--- src/rtl/timer_pkg.sv ---
// timer_pkg: shared constants and types for timer_tick_gen.
//   BASE_*      : channel base-select encodings (refclk / 1 us / 1 ms / 100 ms)
//   *_PER_*     : divide ratios of the base tick chain
//   chState_t   : channel FSM state
package timer_pkg;

    localparam logic [1:0] BASE_CLK = 2'd0;
    localparam logic [1:0] BASE_US  = 2'd1;
    localparam logic [1:0] BASE_MS  = 2'd2;
    localparam logic [1:0] BASE_HMS = 2'd3;

    localparam int US_PER_MS  = 1000;
    localparam int MS_PER_HMS = 100;
    localparam int HMS_PER_S  = 10;

    typedef enum logic {
        CH_IDLE = 1'b0,
        CH_RUN  = 1'b1
    } chState_t;

endpackage

--- src/rtl/timer_channel.sv ---
// timer_channel: one programmable down-counting timer.
//   refclk, rst              : clock, async active-high reset
//   clkEv/usEv/msEv/hmsEv    : base events (one-cycle pulses)
//   start, stop              : restart / abort pulses (stop wins)
//   periodic                 : auto-reload when latched at start
//   baseSel                  : live base select (BASE_* encoding)
//   period                   : reload value in base events, 0 = start ignored
//   busy                     : channel is counting
//   tick                     : registered one-cycle expiry pulse
module timer_channel
    import timer_pkg::*;
#(
    parameter int CNT_W = 16
) (
    input  logic             refclk,
    input  logic             rst,
    input  logic             clkEv,
    input  logic             usEv,
    input  logic             msEv,
    input  logic             hmsEv,
    input  logic             start,
    input  logic             stop,
    input  logic             periodic,
    input  logic [1:0]       baseSel,
    input  logic [CNT_W-1:0] period,
    output logic             busy,
    output logic             tick
);

    chState_t         state, stateNext;
    logic [CNT_W-1:0] cnt, cntNext;
    logic [CNT_W-1:0] perLat, perLatNext;
    logic             modeLat, modeLatNext;
    logic             tickNext;
    logic             baseEv;

    always_comb begin
        baseEv = clkEv;
        case (baseSel)
            BASE_CLK: baseEv = clkEv;
            BASE_US:  baseEv = usEv;
            BASE_MS:  baseEv = msEv;
            BASE_HMS: baseEv = hmsEv;
            default:  baseEv = clkEv;
        endcase
    end

    // Priority: stop > start (non-zero period) > base event.
    always_comb begin
        stateNext   = state;
        cntNext     = cnt;
        perLatNext  = perLat;
        modeLatNext = modeLat;
        tickNext    = 1'b0;
        if (stop) begin
            stateNext = CH_IDLE;
            cntNext   = '0;
        end else if (start && (period != '0)) begin
            stateNext   = CH_RUN;
            cntNext     = period;
            perLatNext  = period;
            modeLatNext = periodic;
        end else if ((state == CH_RUN) && baseEv) begin
            if (cnt == CNT_W'(1)) begin
                tickNext = 1'b1;
                if (modeLat) begin
                    cntNext = perLat;
                end else begin
                    stateNext = CH_IDLE;
                    cntNext   = '0;
                end
            end else begin
                cntNext = cnt - CNT_W'(1);
            end
        end
    end

    always_ff @(posedge refclk or posedge rst) begin
        if (rst) begin
            state   <= CH_IDLE;
            cnt     <= '0;
            perLat  <= '0;
            modeLat <= 1'b0;
            tick    <= 1'b0;
        end else begin
            state   <= stateNext;
            cnt     <= cntNext;
            perLat  <= perLatNext;
            modeLat <= modeLatNext;
            tick    <= tickNext;
        end
    end

    assign busy = (state == CH_RUN);

endmodule

--- src/rtl/timer_tick_gen.sv ---
// timer_tick_gen: aligned base ticks (1 us / 1 ms / 100 ms / 1 s) from an
// integer-MHz refclk, plus NUM_CH programmable timer channels.
//   refclk, rst                     : clock, async active-high reset
//   us/ms/hundred_ms/sec_tick       : registered one-cycle base pulses
//   ch_start/ch_stop/ch_periodic    : per-channel control, one bit each
//   ch_base                         : 2 bits per channel, BASE_* encoding
//   ch_period                       : CNT_W bits per channel
//   ch_busy, ch_tick                : per-channel status / expiry pulse
module timer_tick_gen
    import timer_pkg::*;
#(
    parameter int INPUT_CLK_FREQ = 12_000_000,
    parameter int NUM_CH         = 4,
    parameter int CNT_W          = 16
) (
    input  logic                    refclk,
    input  logic                    rst,
    output logic                    us_tick,
    output logic                    ms_tick,
    output logic                    hundred_ms_tick,
    output logic                    sec_tick,
    input  logic [NUM_CH-1:0]       ch_start,
    input  logic [NUM_CH-1:0]       ch_stop,
    input  logic [NUM_CH-1:0]       ch_periodic,
    input  logic [2*NUM_CH-1:0]     ch_base,
    input  logic [CNT_W*NUM_CH-1:0] ch_period,
    output logic [NUM_CH-1:0]       ch_busy,
    output logic [NUM_CH-1:0]       ch_tick
);

    localparam int P  = INPUT_CLK_FREQ / 1_000_000;
    localparam int PW = $clog2(P);
    localparam int UW = $clog2(US_PER_MS);
    localparam int MW = $clog2(MS_PER_HMS);
    localparam int HW = $clog2(HMS_PER_S);

    localparam logic [PW-1:0] PRESC_LAST = PW'(P - 1);
    localparam logic [UW-1:0] US_LAST    = UW'(US_PER_MS - 1);
    localparam logic [MW-1:0] MS_LAST    = MW'(MS_PER_HMS - 1);
    localparam logic [HW-1:0] HMS_LAST   = HW'(HMS_PER_S - 1);

    if ((INPUT_CLK_FREQ % 1_000_000 != 0) || (INPUT_CLK_FREQ < 2_000_000)) begin : gBadFreq
        $error("timer_tick_gen: INPUT_CLK_FREQ must be a multiple of 1 MHz and >= 2 MHz");
    end
    if ((NUM_CH < 1) || (NUM_CH > 16)) begin : gBadCh
        $error("timer_tick_gen: NUM_CH must be 1..16");
    end

    logic [PW-1:0] presc;
    logic [UW-1:0] usCnt;
    logic [MW-1:0] msCnt;
    logic [HW-1:0] hmsCnt;
    logic          usEv, msEv, hmsEv, sEv;

    // Every stage's event is decoded from the same prescaler wrap, so all
    // four ticks are registered on one edge and coincide without skew.
    assign usEv  = (presc == PRESC_LAST);
    assign msEv  = usEv  && (usCnt  == US_LAST);
    assign hmsEv = msEv  && (msCnt  == MS_LAST);
    assign sEv   = hmsEv && (hmsCnt == HMS_LAST);

    always_ff @(posedge refclk or posedge rst) begin
        if (rst) begin
            presc           <= '0;
            usCnt           <= '0;
            msCnt           <= '0;
            hmsCnt          <= '0;
            us_tick         <= 1'b0;
            ms_tick         <= 1'b0;
            hundred_ms_tick <= 1'b0;
            sec_tick        <= 1'b0;
        end else begin
            presc  <= usEv  ? '0 : presc + PW'(1);
            if (usEv)  usCnt  <= msEv  ? '0 : usCnt  + UW'(1);
            if (msEv)  msCnt  <= hmsEv ? '0 : msCnt  + MW'(1);
            if (hmsEv) hmsCnt <= sEv   ? '0 : hmsCnt + HW'(1);
            us_tick         <= usEv;
            ms_tick         <= msEv;
            hundred_ms_tick <= hmsEv;
            sec_tick        <= sEv;
        end
    end

    // Channels count the registered ticks, so a channel expiry lands one
    // cycle after the base tick it counted.
    for (genvar i = 0; i < NUM_CH; i++) begin : gCh
        timer_channel #(.CNT_W(CNT_W)) uCh (
            .refclk   (refclk),
            .rst      (rst),
            .clkEv    (1'b1),
            .usEv     (us_tick),
            .msEv     (ms_tick),
            .hmsEv    (hundred_ms_tick),
            .start    (ch_start[i]),
            .stop     (ch_stop[i]),
            .periodic (ch_periodic[i]),
            .baseSel  (ch_base[2*i +: 2]),
            .period   (ch_period[CNT_W*i +: CNT_W]),
            .busy     (ch_busy[i]),
            .tick     (ch_tick[i])
        );
    end

endmodule
--- config.mk ---
export PLATFORM = sky130hd
export DESIGN_NAME = timer_tick_gen
export DESIGN_NICKNAME = d
export VERILOG_FILES = /design/src/rtl/timer_pkg.sv /design/src/rtl/timer_channel.sv /design/src/rtl/timer_tick_gen.sv
export SDC_FILE = /design/constraint.sdc
export NUM_CORES = 1
export LEC_CHECK = 0
export ABC_AREA = 1
export BUFFER_PORTS_ARGS = -buffer_cell sky130_fd_sc_hd__buf_2
export CORE_ASPECT_RATIO = 0.9
export CORE_UTILIZATION = 50
export DETAILED_ROUTE_END_ITERATION = 10
export PLACE_DENSITY_LB_ADDON = 0.3
export SYNTH_ARGS = -nofsm -noshare
export SYNTH_HDL_FRONTEND = slang
export SYNTH_SLANG_ARGS = --single-unit
--- constraint.sdc ---
create_clock -name refclk -period 8.5 [get_ports refclk]
set_clock_uncertainty 0.15 [all_clocks]
set_input_delay 1.7 -clock refclk [delete_from_list [all_inputs] [get_ports refclk]]
set_output_delay 1.7 -clock refclk [all_outputs]
set_load 0.02 [all_outputs]
==> metrics.txt <==
Sink Count=169; XOR/XNOR share of the synthesized area=roughly 1.0%; Syn Nets=~1800; CTS resizes=0; GRT Total Usage=25.4%; total power=around 2.3 mW; fmax=between 200 and 300 MHz; via/cell ratio=roughly 5.2; R2R Path End=gCh[2].uCh.cnt[5]$_DFFE_PP0P_; status=finished clean; pwr dens=approximately 190 nW/um2; Startpoint Class=input pin; YS warnings=0; Rows=51; TritonRoute pass-1 iters=5; setup TNS=0 ns; fillers=between 2000 and 2500; H-tree depth=4; layout cells sized above 1=a little under an eighth; Worst-Margin Slew=a little over 1 ns; final hold vios=0; mux contribution to synthesized area=0%; WL final=roughly 28 mm; die width=between 150 and 200 um; largest net degree at the start of global routing=113; Crit Path Max Fanout=29; Max Cap Violations=0; CP endpoint kind=flip-flop; post-CTS setup buffers=0; post-synthesis simple-gate area fraction=about 46%; CTS tree=built; cells after synthesis=about 1700; sequential cell area=between 4000 and 5000 um2; initial core utilization=around 51%; critical path endpoint=gCh[1].uCh.cnt[14]$_DFFE_PP0P_; Setup crit start=ch_period[26]; Final setup viols=0; share of the synthesized area in the top cell type=about two fifths; ANT nets after route=0; Rel. slew slack=about a third; P&R area growth vs syn=11.0%; CTS clk-pin slew, worst paths=around 0.070 ns; # IOs=between 90 and 100; Critical Path AT=between 3 and 4 ns; area occupied by multi-input gates=5870 um2; root buf cell=clkbuf_16; grt ovf=0; Leak Pwr=just under 7 nW; final instance area=roughly 12000 um2; worst setup slack after placement=between 4 and 5 ns; post-synthesis sequential area ratio=approximately two fifths; DIE HEIGHT=between 100 and 150 um; CTS hold repair buffers=0; commonest non-fill, non-tap cell in the layout=nand2_1; die footprint=roughly 23000 um2; period utilization=~42%; CP Class=input pin to flip-flop; DP Area=about 12000 um2; Tmin final=roughly 3.6 ns; hold crit path type=flip-flop to flip-flop; R2R cell count=7; initial antenna violation count=0; nets@finish=~1900; first-pass GRT wire length=around 47 mm; Synth Area in Compound Gates=4.26%; area leader, netlist=dfrtp_1; post-synthesis register bit count=approximately 170; Netlist Area Pre-Place=approximately 11000 um2; synthesized-area fraction occupied by adder cells=around 1.5%; setup ws final=approximately 4.9 ns; GPL Wtd Cong=0.918; most frequent cells in the layout=582 x nand2_1, 277 x nor2_1, 169 x dfrtp_1; mean post-synth cell area=between 6 and 7 um2; drt initial violations=about 800; DRC violations left=0; CTS Buf Count=17; I/O Buffers=slightly below 100; ant diodes=0; Synth area leaders=dfrtp_1 38%, nand2_1 20%, nor2_1 9.4%; Netlist cell types=36; max-slew violations=0; DP Wirelength=roughly 20 mm; Worst VDD drop=about 0.11 mV; Worst Path Required=between 8 and 9 ns; DR vias=around 11000; reg2reg setup slack=6.20 ns; number of global-route vias before repair=9756; clk buf depth=2; Core Area=between 20000 and 25000 um2; RSZ-0062 raised after global routing=false; reg2reg start=us_tick$_DFF_PP0_; latest clock arrival within the worst-skew pair=around 0.43 ns; post-detailed-route wirelength per cell=between 10 and 15 um; main combinational cell family by area after synthesis=simple AND/OR/NAND/NOR gates
area by class of cell:
cell class | instances | area share (%)
clock buffers | 19 | 3.59
clock inverters | 11 | 1.97
inverters | 183 | 5.63
multi-input cells | 1288 | 47.6
flip-flops and latches | 169 | 34.3
well taps | 291 | 2.95
repair buffers | 98 | 4.00
synthesized netlist by cell type (all sizes together):
cell type	count
and3	1
a21oi	57
clkinv	3
o21ai	30
and2	2
inv	180
nor4	2
nor2	308
xnor2	4
nand3	149
nand2	604
buf	38
nor3b	1
nor3	13
o21bai	4
nand3b	19
ha	13
dfrtp	169
xor2	9
o211ai	1
nand4	69
clkbuf	15
or2	2
per-stage QoR:
step | instances | util, % | hold slack, ns
2_1_floorplan | 1693 | - | 0.292
3_3_place_gp | 2029 | 53.7 | 0.304
3_5_place_dp | 2029 | 53.7 | 0.308
4_1_cts | 2059 | 56.9 | 0.325
5_1_grt | 2059 | 56.9 | 0.334
6_report | 2059 | 56.9 | 0.321
report_power, final:
| part | internal, mW | switching (mW) | total, mW |
|---|---|---|---|
| combinational | 0.154 | 0.301 | 0.455 |
| clock | 0.588 | 0.329 | 0.916 |
| sequential | 0.882 | 0.0879 | 0.970 |
how the worst min path moves through the flow:
stage	cells past startpoint	endpoint	from	slack (ns)
6_report	2	gCh[3].uCh.perLat[10]$_DFFE_PP0P_	gCh[3].uCh.perLat[10]$_DFFE_PP0P_	0.32
5_1_grt	2	gCh[2].uCh.perLat[6]$_DFFE_PP0P_	gCh[2].uCh.perLat[6]$_DFFE_PP0P_	0.33
4_1_cts	2	gCh[0].uCh.perLat[14]$_DFFE_PP0P_	gCh[0].uCh.perLat[14]$_DFFE_PP0P_	0.33
3_5_place_dp	2	gCh[2].uCh.perLat[13]$_DFFE_PP0P_	gCh[2].uCh.perLat[13]$_DFFE_PP0P_	0.31
3_3_place_gp	2	gCh[1].uCh.perLat[8]$_DFFE_PP0P_	gCh[1].uCh.perLat[8]$_DFFE_PP0P_	0.30
2_1_floorplan	2	gCh[0].uCh.perLat[15]$_DFFE_PP0P_	gCh[0].uCh.perLat[15]$_DFFE_PP0P_	0.29
sequential cells by signal, indices dropped and copies added, names as in the netlist:
register,flops
sec_tick,1
gCh.uCh.modeLat,4
gCh.uCh.tick,4
usCnt,10
us_tick,1
presc,4
gCh.uCh.perLat,64
ms_tick,1
hundred_ms_tick,1
msCnt,7
gCh.uCh.busy,4
hmsCnt,4
gCh.uCh.cnt,64
worst max-delay path, stage by stage:
cell,delay (ns)
buf_2,0.10
nor2_1,0.26
nand2_1,0.09
nor2_1,0.12
nand2_2,0.27
nand2_4,0.19
nand2_1,0.55
nand2_1,0.27
inv_1,0.07
a21oi_1,0.14
logic make-up (layout without fill, tap and decap cells):
logic type      after synthesis  count (layout)
compound gates               92              92
fa+ha+maj                    13              13
buf+inv                     236             311
simple gates               1170            1170
flops                       169             169
xor+xnor                     13              13
metal layers:
layer  GRT usage [%]  share of wire (%)
met1            34.8                 47
met2            41.9                 46
met3            3.95                5.1
met4            7.34                2.1
met5               0                  0
No activity file was read; power rests on OpenSTA's default activity.
